$ cat src/rtl/sdram_port_arbiter_if.sv
// Host-side request/grant signals and SDRAM controller FIFO port signals
// shared by sdram_port_arbiter and its surroundings.
interface sdram_port_arbiter_if #(
    parameter int unsigned ADDR_W = 18,
    parameter int unsigned DATA_W = 16
);
    logic [1:0]        wr_req;
    logic [ADDR_W-1:0] wr_addr0;
    logic [ADDR_W-1:0] wr_addr1;
    logic [DATA_W-1:0] wr_data0;
    logic [DATA_W-1:0] wr_data1;
    logic [1:0]        wr_gnt;
    logic              wr_accept;
    logic [1:0]        wr_done;
    logic              rd_req;
    logic [ADDR_W-1:0] rd_addr;
    logic              rd_gnt;
    logic [DATA_W-1:0] rd_data;
    logic              rd_valid;
    logic              rd_done;
    logic              wr_fifo_ready;
    logic              rd_fifo_ready;
    logic              ctl_wr;
    logic              ctl_wr_load;
    logic [ADDR_W-1:0] ctl_wr_addr;
    logic [DATA_W-1:0] ctl_wr_data;
    logic              ctl_rd;
    logic              ctl_rd_load;
    logic [ADDR_W-1:0] ctl_rd_addr;
    logic [DATA_W-1:0] ctl_rd_data;

    modport slave (
        input  wr_req, wr_addr0, wr_addr1, wr_data0, wr_data1,
        input  rd_req, rd_addr, wr_fifo_ready, rd_fifo_ready, ctl_rd_data,
        output wr_gnt, wr_accept, wr_done, rd_gnt, rd_data, rd_valid, rd_done,
        output ctl_wr, ctl_wr_load, ctl_wr_addr, ctl_wr_data,
        output ctl_rd, ctl_rd_load, ctl_rd_addr
    );

    modport master (
        output wr_req, wr_addr0, wr_addr1, wr_data0, wr_data1,
        output rd_req, rd_addr, wr_fifo_ready, rd_fifo_ready, ctl_rd_data,
        input  wr_gnt, wr_accept, wr_done, rd_gnt, rd_data, rd_valid, rd_done,
        input  ctl_wr, ctl_wr_load, ctl_wr_addr, ctl_wr_data,
        input  ctl_rd, ctl_rd_load, ctl_rd_addr
    );
endinterface

$ cat src/rtl/sdram_port_arbiter.sv
// Shares the SDRAM controller's host FIFO ports between two burst writers
// and one burst reader, granting one whole burst at a time.
module sdram_port_arbiter #(
    parameter int unsigned BURST_LEN   = 16,
    parameter int unsigned ADDR_W      = 18,
    parameter int unsigned DATA_W      = 16,
    parameter int unsigned LOAD_CYCLES = 2,
    parameter int unsigned RD_LAT      = 1
) (
    input  logic                Clk,
    input  logic                Reset_n,
    sdram_port_arbiter_if.slave bus
);
    localparam int unsigned CNT_W  = $clog2(BURST_LEN) + 1;
    localparam int unsigned PH_MAX = (LOAD_CYCLES > RD_LAT) ? LOAD_CYCLES : RD_LAT;
    localparam int unsigned PH_W   = $clog2(PH_MAX + 1);

    typedef enum logic [2:0] {IDLE, WLOAD, WBURST, RLOAD, RWAIT, RBURST, RDRAIN} state_t;

    state_t                        state;
    logic                          ptr;
    logic                          sel;
    logic [1:0]                    wr_gnt;
    logic [1:0]                    wr_done;
    logic [ADDR_W-1:0]             wr_addr_q;
    logic [ADDR_W-1:0]             rd_addr_q;
    logic                          wr_load;
    logic                          rd_load;
    logic                          rd_gnt;
    logic                          rd_strobe;
    logic                          rd_done;
    logic [CNT_W-1:0]              word_cnt;
    logic [PH_W-1:0]               phase_cnt;
    logic [RD_LAT-1:0]             vld_pipe;
    logic [RD_LAT-1:0][DATA_W-1:0] dat_pipe;
    logic                          wr_pick;
    logic                          wr_accept;
    logic                          last_word;
    logic                          load_last;
    logic                          drain_last;

    // Writer 1 wins when it is the only requester or the pointer favours it.
    assign wr_pick    = bus.wr_req[1] & (~bus.wr_req[0] | ptr);
    assign wr_accept  = (state == WBURST) & bus.wr_fifo_ready;
    assign last_word  = (word_cnt == CNT_W'(BURST_LEN - 1));
    assign load_last  = (phase_cnt == PH_W'(LOAD_CYCLES - 1));
    assign drain_last = (phase_cnt == PH_W'(RD_LAT - 1));

    assign bus.wr_gnt      = wr_gnt;
    assign bus.wr_accept   = wr_accept;
    assign bus.wr_done     = wr_done;
    assign bus.rd_gnt      = rd_gnt;
    assign bus.rd_valid    = vld_pipe[RD_LAT-1];
    assign bus.rd_data     = dat_pipe[RD_LAT-1];
    assign bus.rd_done     = rd_done;
    assign bus.ctl_wr      = wr_accept;
    assign bus.ctl_wr_load = wr_load;
    assign bus.ctl_wr_addr = wr_addr_q;
    assign bus.ctl_wr_data = wr_gnt[1] ? bus.wr_data1 : (wr_gnt[0] ? bus.wr_data0 : '0);
    assign bus.ctl_rd      = rd_strobe;
    assign bus.ctl_rd_load = rd_load;
    assign bus.ctl_rd_addr = rd_addr_q;

    always_ff @(posedge Clk or negedge Reset_n) begin
        if (!Reset_n) begin
            state     <= IDLE;
            ptr       <= 1'b0;
            sel       <= 1'b0;
            wr_gnt    <= '0;
            wr_done   <= '0;
            wr_addr_q <= '0;
            rd_addr_q <= '0;
            wr_load   <= 1'b0;
            rd_load   <= 1'b0;
            rd_gnt    <= 1'b0;
            rd_strobe <= 1'b0;
            rd_done   <= 1'b0;
            word_cnt  <= '0;
            phase_cnt <= '0;
            vld_pipe  <= '0;
            dat_pipe  <= '0;
        end else begin
            wr_done     <= '0;
            rd_done     <= 1'b0;
            vld_pipe[0] <= rd_strobe;
            dat_pipe[0] <= bus.ctl_rd_data;
            for (int unsigned i = 1; i < RD_LAT; i++) begin
                vld_pipe[i] <= vld_pipe[i-1];
                dat_pipe[i] <= dat_pipe[i-1];
            end

            unique case (state)
                IDLE: begin
                    phase_cnt <= '0;
                    word_cnt  <= '0;
                    if (bus.rd_req) begin
                        rd_addr_q <= bus.rd_addr;
                        rd_load   <= 1'b1;
                        rd_gnt    <= 1'b1;
                        state     <= RLOAD;
                    end else if (|bus.wr_req) begin
                        sel       <= wr_pick;
                        wr_gnt    <= wr_pick ? 2'b10 : 2'b01;
                        wr_addr_q <= wr_pick ? bus.wr_addr1 : bus.wr_addr0;
                        wr_load   <= 1'b1;
                        state     <= WLOAD;
                    end
                end
                WLOAD: begin
                    if (load_last) begin
                        wr_load <= 1'b0;
                        state   <= WBURST;
                    end else begin
                        phase_cnt <= phase_cnt + 1'b1;
                    end
                end
                WBURST: begin
                    if (wr_accept) begin
                        if (last_word) begin
                            wr_done <= wr_gnt;
                            wr_gnt  <= '0;
                            ptr     <= ~sel;
                            state   <= IDLE;
                        end else begin
                            word_cnt <= word_cnt + 1'b1;
                        end
                    end
                end
                RLOAD: begin
                    if (load_last) begin
                        rd_load <= 1'b0;
                        state   <= RWAIT;
                    end else begin
                        phase_cnt <= phase_cnt + 1'b1;
                    end
                end
                RWAIT: begin
                    if (bus.rd_fifo_ready) begin
                        rd_strobe <= 1'b1;
                        word_cnt  <= '0;
                        state     <= RBURST;
                    end
                end
                RBURST: begin
                    if (last_word) begin
                        rd_strobe <= 1'b0;
                        phase_cnt <= '0;
                        state     <= RDRAIN;
                    end else begin
                        word_cnt <= word_cnt + 1'b1;
                    end
                end
                RDRAIN: begin
                    // Last strobe is still in the read pipeline; finish once it lands.
                    if (drain_last) begin
                        rd_done <= 1'b1;
                        rd_gnt  <= 1'b0;
                        state   <= IDLE;
                    end else begin
                        phase_cnt <= phase_cnt + 1'b1;
                    end
                end
                default: state <= IDLE;
            endcase
        end
    end
endmodule

$ cat src/flat_wrapper.sv
// flat-port wrapper written by rule: the top's interface ports become plain ports
module sdram_port_arbiter_flat 
#(
    parameter int unsigned BURST_LEN   = 16,
    parameter int unsigned ADDR_W      = 18,
    parameter int unsigned DATA_W      = 16,
    parameter int unsigned LOAD_CYCLES = 2,
    parameter int unsigned RD_LAT      = 1
)
  (Clk, Reset_n, bus_wr_req, bus_wr_addr0, bus_wr_addr1, bus_wr_data0, bus_wr_data1, bus_rd_req, bus_rd_addr, bus_wr_fifo_ready, bus_rd_fifo_ready, bus_ctl_rd_data, bus_wr_gnt, bus_wr_accept, bus_wr_done, bus_rd_gnt, bus_rd_data, bus_rd_valid, bus_rd_done, bus_ctl_wr, bus_ctl_wr_load, bus_ctl_wr_addr, bus_ctl_wr_data, bus_ctl_rd, bus_ctl_rd_load, bus_ctl_rd_addr);
  sdram_port_arbiter_if #(.ADDR_W(ADDR_W), .DATA_W(DATA_W)) bus_i ();
  input  logic Clk;
  input  logic Reset_n;
  input wire logic [$bits(bus_i.wr_req)-1:0] bus_wr_req;
  input wire logic [$bits(bus_i.wr_addr0)-1:0] bus_wr_addr0;
  input wire logic [$bits(bus_i.wr_addr1)-1:0] bus_wr_addr1;
  input wire logic [$bits(bus_i.wr_data0)-1:0] bus_wr_data0;
  input wire logic [$bits(bus_i.wr_data1)-1:0] bus_wr_data1;
  input wire logic [$bits(bus_i.rd_req)-1:0] bus_rd_req;
  input wire logic [$bits(bus_i.rd_addr)-1:0] bus_rd_addr;
  input wire logic [$bits(bus_i.wr_fifo_ready)-1:0] bus_wr_fifo_ready;
  input wire logic [$bits(bus_i.rd_fifo_ready)-1:0] bus_rd_fifo_ready;
  input wire logic [$bits(bus_i.ctl_rd_data)-1:0] bus_ctl_rd_data;
  output wire logic [$bits(bus_i.wr_gnt)-1:0] bus_wr_gnt;
  output wire logic [$bits(bus_i.wr_accept)-1:0] bus_wr_accept;
  output wire logic [$bits(bus_i.wr_done)-1:0] bus_wr_done;
  output wire logic [$bits(bus_i.rd_gnt)-1:0] bus_rd_gnt;
  output wire logic [$bits(bus_i.rd_data)-1:0] bus_rd_data;
  output wire logic [$bits(bus_i.rd_valid)-1:0] bus_rd_valid;
  output wire logic [$bits(bus_i.rd_done)-1:0] bus_rd_done;
  output wire logic [$bits(bus_i.ctl_wr)-1:0] bus_ctl_wr;
  output wire logic [$bits(bus_i.ctl_wr_load)-1:0] bus_ctl_wr_load;
  output wire logic [$bits(bus_i.ctl_wr_addr)-1:0] bus_ctl_wr_addr;
  output wire logic [$bits(bus_i.ctl_wr_data)-1:0] bus_ctl_wr_data;
  output wire logic [$bits(bus_i.ctl_rd)-1:0] bus_ctl_rd;
  output wire logic [$bits(bus_i.ctl_rd_load)-1:0] bus_ctl_rd_load;
  output wire logic [$bits(bus_i.ctl_rd_addr)-1:0] bus_ctl_rd_addr;
  assign bus_i.wr_req = bus_wr_req;
  assign bus_i.wr_addr0 = bus_wr_addr0;
  assign bus_i.wr_addr1 = bus_wr_addr1;
  assign bus_i.wr_data0 = bus_wr_data0;
  assign bus_i.wr_data1 = bus_wr_data1;
  assign bus_i.rd_req = bus_rd_req;
  assign bus_i.rd_addr = bus_rd_addr;
  assign bus_i.wr_fifo_ready = bus_wr_fifo_ready;
  assign bus_i.rd_fifo_ready = bus_rd_fifo_ready;
  assign bus_i.ctl_rd_data = bus_ctl_rd_data;
  assign bus_wr_gnt = bus_i.wr_gnt;
  assign bus_wr_accept = bus_i.wr_accept;
  assign bus_wr_done = bus_i.wr_done;
  assign bus_rd_gnt = bus_i.rd_gnt;
  assign bus_rd_data = bus_i.rd_data;
  assign bus_rd_valid = bus_i.rd_valid;
  assign bus_rd_done = bus_i.rd_done;
  assign bus_ctl_wr = bus_i.ctl_wr;
  assign bus_ctl_wr_load = bus_i.ctl_wr_load;
  assign bus_ctl_wr_addr = bus_i.ctl_wr_addr;
  assign bus_ctl_wr_data = bus_i.ctl_wr_data;
  assign bus_ctl_rd = bus_i.ctl_rd;
  assign bus_ctl_rd_load = bus_i.ctl_rd_load;
  assign bus_ctl_rd_addr = bus_i.ctl_rd_addr;
  sdram_port_arbiter #(.BURST_LEN(BURST_LEN), .ADDR_W(ADDR_W), .DATA_W(DATA_W), .LOAD_CYCLES(LOAD_CYCLES), .RD_LAT(RD_LAT)) u_core (.Clk(Clk), .Reset_n(Reset_n), .bus(bus_i));
endmodule
$ cat config.mk
export PLATFORM = sky130hd
export DESIGN_NAME = sdram_port_arbiter_flat
export DESIGN_NICKNAME = d
export VERILOG_FILES = /design/src/rtl/sdram_port_arbiter_if.sv /design/src/rtl/sdram_port_arbiter.sv /design/src/flat_wrapper.sv
export SDC_FILE = /design/constraint.sdc
export NUM_CORES = 1
export LEC_CHECK = 0
export ABC_AREA = 1
export CAP_MARGIN = 20
export CORE_UTILIZATION = 30
export CTS_BUF_LIST = sky130_fd_sc_hd__clkbuf_2
export DETAILED_ROUTE_END_ITERATION = 10
export GPL_ROUTABILITY_DRIVEN = 0
export PLACE_DENSITY = 0.75
export SKIP_CTS_REPAIR_TIMING = 1
export SKIP_LAST_GASP = 1
export SLEW_MARGIN = 20
export SYNTH_ARGS = -nofsm -noshare
export SYNTH_HDL_FRONTEND = slang
export SYNTH_SLANG_ARGS = --single-unit
$ cat constraint.sdc
create_clock -name Clk -period 1.9 [get_ports Clk]
set_input_delay 0.475 -clock Clk [delete_from_list [all_inputs] [get_ports Clk]]
set_output_delay 0.475 -clock Clk [all_outputs]
set_load 0.02 [all_outputs]
# == After elaboration in Yosys (flattened, before gate mapping) ==
# Cells that the tools add are included.
# W data, S select, Z words.
# totals
inputBits,109
out_inout_bits,80
ff_bits,74
elab_cells,109
# classes
n_reduce_logical,22
n_eq_ne,21
n_mux,42
n_addsub,2
bitwise_logic,6
# op_table
cell,count
$mux W16,2
$mux W3,9
$pmux W3 S7,1
$mux W2,10
$pmux W5 S4,1
$mux W18,1
$reduce_and A3 Y1,6
$mux W5,3
$ne A2 B1 Y1 const B,6
$ne A2 B2 Y1 const B,6
$reduce_bool A2 Y1,5
$eq A3 B3 Y1 const B,3
$mux W1,9
$pmux W1 S2,4
$pmux W2 S4,1
$reduce_and A4 Y1,2
$reduce_and A8 Y1,1
$reduce_bool A4 Y1,2
$eq A3 B2 Y1 const B,2
$add A5 B1 Y5 const B,1
$eq A5 B4 Y1 const B,1
$reduce_and A5 Y1,1
$pmux W2 S2,1
$reduce_or A2 Y1,2
other kinds (10),13

# == Longest topological paths before layout ==
# logic_depth
ltp_word,7
depth_mapped,11
ltp_nobuf,11

# == Worst setup path before layout ==
# No wires, ideal clock.
# synth_timing
kind,flip-flop to output port
from,register u_core.state[2]
to,output port bus_wr_accept
path_slack_ps,109
arrival_time_ps,1316
required_ps,1425
stages_incl_launch_ff,6
path_buffers,2
path_cell_list,dfrtp_1 > buf_4 > nor2_4 > nand2_1 > nor2_1 > buf_4
# synth_via
elab_chain_len,2
# synth_rtl
item,line_no,source
from (decl),sdram_port_arbiter.sv:20,state_t state;
from (signal assigned),sdram_port_arbiter.sv:66,state <= IDLE;
from (signal assigned),sdram_port_arbiter.sv:100,state <= RLOAD;
from (signal assigned),sdram_port_arbiter.sv:106,state <= WLOAD;
$eq A3 B2 Y1,sdram_port_arbiter.sv:44,assign wr_accept = (state == WBURST) & bus.wr_fifo_ready;
$and A1 B1 Y1,sdram_port_arbiter.sv:44,
to (decl),flat_wrapper.sv:25,output wire logic [$bits(bus_i.wr_accept)-1:0] bus_wr_accept;
# Every way passes these cells.

# == Worst setup path after layout ==
# layout_timing
from,register u_core.state[0]
to,output port bus_wr_accept
# Same word-level chain as after synthesis.

==> metrics.md <==
| Metric | Value |
|---|---|
| Net count, final | 735 |
| Status | finished with violations |
| Final Util | 54.0% |
| Critical path class | reg2out |
| First drt pass iteration count | 4 |
| Syn Std Cell Area | 3450 um2 |
| Overall Power | 7.56 mW |
| Final Critical Period | 2050 ps |
| Routed wire length | 10300 um |
| Detailed router's first-iteration violation count | 142 |
| Final setup fails | 18 |
| Post-route ant nets | 0 |
| Post-DR vias/cell | 4.61 |
| Max Cap Viol | 0 |
| Relative max-transition margin | 77.7% |
| Register bit total from synthesis | 74 |
| CTS max path bufs | 2 |
| Leading cell type in the layout, fill and taps excluded | nand2_1 |
| Main synth FF type | dfrtp_1 |
| Die Y-Extent | 109 um |
| Global route overflow | 0 |
| Pwr/cell area | 1270 nW/um2 |
| Psw | 3.34 mW |
| Synthesis-to-finish area growth | 72.6% |
| # clock sinks | 74 |
| Mean Syn Cell Area | 8.33 um2 |
| Reg2Reg Launch Point | u_core.state[0]$_DFFE_PN0P_ |
| Routed length per instance | 13.4 um |
| Total GRT Usage | 17.0% |
| Peak supply drop | 0.664 mV |
| Crit-path max FO | 3 |
| Fin. max-slew vios | 0 |
| TritonCTS clock tree | done |
| Worst path max stage delay | 470 ps |
| Synth area leaders | dfrtp_1 (54%), nand2_1 (18%), nand3_1 (7.1%) |
| Core Rows | 38 |
| Crit share post-route | 108% |
| Setup Skew | 29.4 ps |
| Internal Pwr Total | 4.21 mW |
| Worst reg2reg path depth | 9 |
| Inserted Clock Buffers | 9 |
| Die width | 109 um |
| Core Footprint | 11000 um2 |
| Maximum clock frequency | 487 MHz |
| CP bufs+invs | 1 |
| DP Wirelength | 7560 um |
| Pin slew with the least headroom to its limit | 334 ps |
| Leak Pwr | 3.31 nW |
| CP cell instances | nor2_4 > nand2_2 > nor2_4 > buf_2 |
| Post-synthesis sequential area ratio | 53.7% |
| DIE AREA | 11900 um2 |
| Commonest non-fill, non-tap cells in the layout | nand2_1 (156), clkdlybuf4s50_1 (107), dfrtp_1 (72), dlymetal6s2s_1 (60), nand3_1 (48) |
| CP max stage cell | dfrtp_1 |
| Combinational share of power | 57.3% |
| Ratio of cells with drive above 1 in the final layout | 15.8% |
| Final Worst Setup Slack | -154 ps |
| Arrival time at the worst endpoint | 1580 ps |
| Final hold viol count | 0 |
| Register Area | 1850 um2 |
| Worst-case hold slack | 261 ps |
| Unique masters post-synth | 28 |
| CTS Root Cell | clkbuf_2 |
| Ys async rst share | 100% |
| Clk_lat worst skew | 560 ps |
| Post-synth EDFFs | 0 |
| Grt met1 use | 18.9% |
| Failing checks | setup timing |
| Top delay family on crit path | flip-flops |
| Met2 usage | 29.0% |
| Yosys top cell area share | 53.7% |
| H-tree depth | 3 |
| Largest net degree at the start of global routing | 40 |
| Drc violations | 0 |
| RR Endpoint | u_core.bus.ctl_rd_addr[9]$_DFFE_PN0P_ |
| IO Port Bufs | 188 |
| Worst hold-check path type | in2async |
| Filler cells | 991 |
| ANT cells | 0 |
| Worst endpoint required time | 1420 ps |
| Multi-input logic area | 1440 um2 |
| Met3 Track Usage GR | 6.28% |
| Unrepaired setup endpoints after global routing | true |
| Switching share of power | 44.2% |
| Crit path top cell by count | nor2_4 |
| Vias in the first global route | 3445 |
| Vias | 3529 |
| Register-to-Register Setup Slack | 110 ps |
| First-pass GRT wire length | 15600 um |
| Synthesis Warnings | 0 |
| Crit path launch type | register |
| Element type at the critical path end | output port |
| Synthesized net count | 528 |
| Initial Utilization | 31.3% |
| Initial antenna violation count | 0 |
| Yosys top cell by area | dfrtp_1 |
| Grt peak-use layer | met2 |
| Share of power burned in registers | 31.7% |
| Worst-path clk slew | 240 ps |
| Clock network power share | 11.0% |
| IO Pins | 189 |
| Mapped Cells | 414 |
synthesized netlist by cell type, drive strengths merged (2+ instances only):
master  count
nand2     166
dfrtp      74
nand3      50
nor2       42
inv        20
a31oi      18
buf        15
o21ai       8
clkbuf      7
ha          5
nand3b      2
nand4       2
power groups by stage:
stage                     registers [mW]  clock network, mW  logic [mW]
after floorplan                     2.95                  0        1.83
after CTS                           2.40              0.870        4.30
final                               2.39              0.834        4.33
after detailed placement            2.43                  0        4.29
after global routing                2.47              0.932        4.74
after global placement              2.40                  0        4.22
stage by stage:
stage	TNS (ps)	instances	area, um2	worst slack [ps]
floorplan	0	414	3450	109
global placement	-4770	740	5570	-414
detailed placement	-5040	740	5570	-464
CTS	-22310	756	5680	-718
global route	-4040	766	5950	-267
finish	-1950	766	5950	-154
layer usage:
| metal | vias to the layer above | routed length [um] |
|---|---|---|
| met4 | 0 | 110 |
| met1 | 1641 | 3890 |
| li1 | 1734 | - |
| met3 | 8 | 1000 |
| met5 | - | 0 |
| met2 | 146 | 5260 |
sequential cells by signal, indices dropped and copies added (netlist names), 2 cells and up:
name and flops:
u_core.phase_cnt 2, u_core.bus.rd_data 16, u_core.bus.wr_done 2, u_core.bus.ctl_wr_addr 18, u_core.bus.ctl_rd_addr 18, u_core.bus.wr_gnt 2
u_core.word_cnt 5, u_core.state 3
cells by family after synthesis:
kind of cell	after synthesis	share of synthesized area, %
AND/OR/NAND/NOR	264	33.0
flip-flops	74	53.7
buffers and inverters	43	6.46
AO/OA/AOI/OAI	27	4.82
adder cells (fa/ha/maj)	5	1.81
XOR/XNOR	1	0.254
how the worst max path moves through the flow:
| stage | from | to | slack [ps] | depth (start not counted) |
|---|---|---|---|---|
| after floorplan | u_core.state[2]$_DFFE_PN0P_ | bus_wr_accept | 110 | 5 |
| after global placement | bus_wr_fifo_ready | bus_ctl_wr | -410 | 4 |
| after detailed placement | bus_wr_fifo_ready | bus_ctl_wr | -460 | 4 |
| after CTS | u_core.state[2]$_DFFE_PN0P_ | bus_ctl_wr | -720 | 4 |
| after global routing | u_core.bus.wr_gnt[1]$_DFFE_PN0P_ | bus_ctl_wr_data[13] | -270 | 5 |
| final | u_core.state[0]$_DFFE_PN0P_ | bus_wr_accept | -150 | 4 |
final cells by class:
type / count / share of cell area (%)
inverter: 21 / 1.32
clock inverter: 7 / 1.03
clock buffer: 9 / 0.756
sequential: 74 / 31.1
multi-input combinational: 297 / 24.2
tap: 140 / 2.94
timing repair buffer: 218 / 38.6
Note: power is estimated with default switching activity, not from simulation.
==> variant, RTL diff (same flow settings) <==
Make the reset (`Reset_n`) synchronous in one clocked block.
--- a/src/rtl/sdram_port_arbiter.sv
+++ b/src/rtl/sdram_port_arbiter.sv
@@ -63,3 +63,3 @@
 
-    always_ff @(posedge Clk or negedge Reset_n) begin
+    always_ff @(posedge Clk) begin
         if (!Reset_n) begin
Behaviour: differs if Reset_n is asserted again (counterexample within 4 cycles, from zero or initial values and one cycle with Reset_n low); with Reset_n held inactive, the same outputs for 10 cycles.
==> variant against the original RTL <==
- critical path type unchanged
- maximum frequency rose by 3.4%
- worst setup slack improved by 0.068 ns
- core utilization rose by 1.3 points
- the run still ends with setup timing left
- sequential cell count did not move
- wire length rose by 0.41%
- power fell by 22%
- global-route usage rose by 0.81 points
- sequential power fell by 17%
- die area fell by 4.6%
- combinational power fell by 31%
- area after synthesis fell by 4.7%
- largest power group unchanged
- synthesized cell count rose by 13%
- critical path depth did not move
- design area fell by 2.9%
==> variant: results (changes against the original RTL) <==
outcome complete, but fails checks; violations in the final reports setup timing; drt total wl 10.3 mm (+0.41%); Commonest cells post-synth 152 x nand2_1, 74 x dfxtp_1, 44 x nand3_1, 37 x inv_1, 32 x a21oi_1; post-synthesis sequential area ratio 0.451 (-0.0863); Final Skew 0.0258 ns (-0.00358 ns); post-DR vias/cell 4.62 (+0.37%); total global routing track utilization 0.178 (+0.00808); R2R Setup Slk 0.14 ns (+0.03 ns); Worst Tran Pin Value 0.306 ns (-0.0277 ns); DRT Pass-1 Iters 6 (+2); crit path capture bus_ctl_wr; HPWL after detailed placement 7.54 mm (-0.15%); Syn Nets 580 (+9.8%); async set-reset flop share out of synthesis 0 (-1.00); Iter 0 DRT Violations 227 (+60%); GR Layer Usage met1 0.186 (-0.00278); met2 usage 0.318 (+0.0278); Layout Nets 774 (+5.3%); CP peak stage delay 0.38 ns (-0.09 ns); layout cells sized above 1 0.123 (-0.0348); largest cells by area after synthesis dfxtp_1 45%, nand2_1 17%, nand3_1 6.7%, a21oi_1 4.9%, inv_1 4.2%; reg-to-reg startpoint u_core.word_cnt[1]; worst r2r path cells 12 (+3); global-route wire length before repair 16.3 mm (+4.2%); pin count of the biggest net entering global routing 46 (+15%); vias in the first global route 3,696 (+7.3%); setup violators final 1 (-17); worst min-delay path class reg -> reg; Main synth FF type dfxtp_1; Setup crit start u_core.state[2]; clock slew at reported path FFs 0.21 ns (-0.03 ns); fin worst setup slack -0.0858 ns (+0.0685 ns)
## variant: stage by stage
step | std cells | worst slack (ns) | total power, mW | setup TNS, ns | instance area, µm²
CTS | 797 | -0.605 | 5.87 | -16.64 | 5500
floorplan | 466 | 0.176 | 3.72 | 0 | 3290
global placement | 781 | -0.380 | 4.87 | -4.91 | 5380
detailed placement | 781 | -0.417 | 4.94 | -5.29 | 5380
global route | 801 | -0.213 | 6.32 | -1.06 | 5780
finish | 801 | -0.0858 | 5.88 | -0.0858 | 5780
## variant: worst max-delay path: cells and delay by family (launching register included)
kind / cells / cell delay [ns]
simple gates: 3 / 0.37
buf+inv: 1 / 0.26
flops: 1 / 0.38
## variant: logic make-up after synthesis
family	count (synthesis)	share of synthesized area
buf+inv	70	0.0959
compound gates	75	0.123
simple gates	242	0.311
flops	74	0.451
fa+ha+maj	5	0.0190
## variant: how the worst min path moves through the flow
| stage | to | slack, ns | cells after the start |
|---|---|---|---|
| 6_report | u_core.bus.rd_valid | 0.45 | 2 |
| 5_1_grt | u_core.bus.rd_data[11] | 0.39 | 3 |
| 4_1_cts | u_core.bus.rd_data[11] | 0.40 | 3 |
| 3_5_place_dp | u_core.bus.rd_valid | 0.44 | 2 |
| 3_3_place_gp | u_core.bus.rd_valid | 0.44 | 2 |
| 2_1_floorplan | u_core.word_cnt[2] | 0.43 | 2 |
## variant: power by group through the flow
stage               clock network, mW  registers (mW)  logic (mW)
finish                          0.899            1.99        2.99
global placement                    0            2.01        2.86
global route                     1.01            2.03        3.28
detailed placement                  0            2.02        2.92
CTS                             0.947            1.99        2.93
floorplan                           0            2.28        1.44
## variant: layer usage
layer	wire, µm	part of all wire
met1	4220	0.41
met2	4910	0.48
met3	1100	0.11
met4	81	0.0079
met5	0	0
## variant: layout make-up
class                   count  area, µm²
clock inverters             7       75.1
flip-flops and latches     74       1490
clock buffers               9       45.0
multi-input cells         322       1520
repair buffers            212       2330
fillers                   973       4680
inverters                  41        159
well taps                 136        170
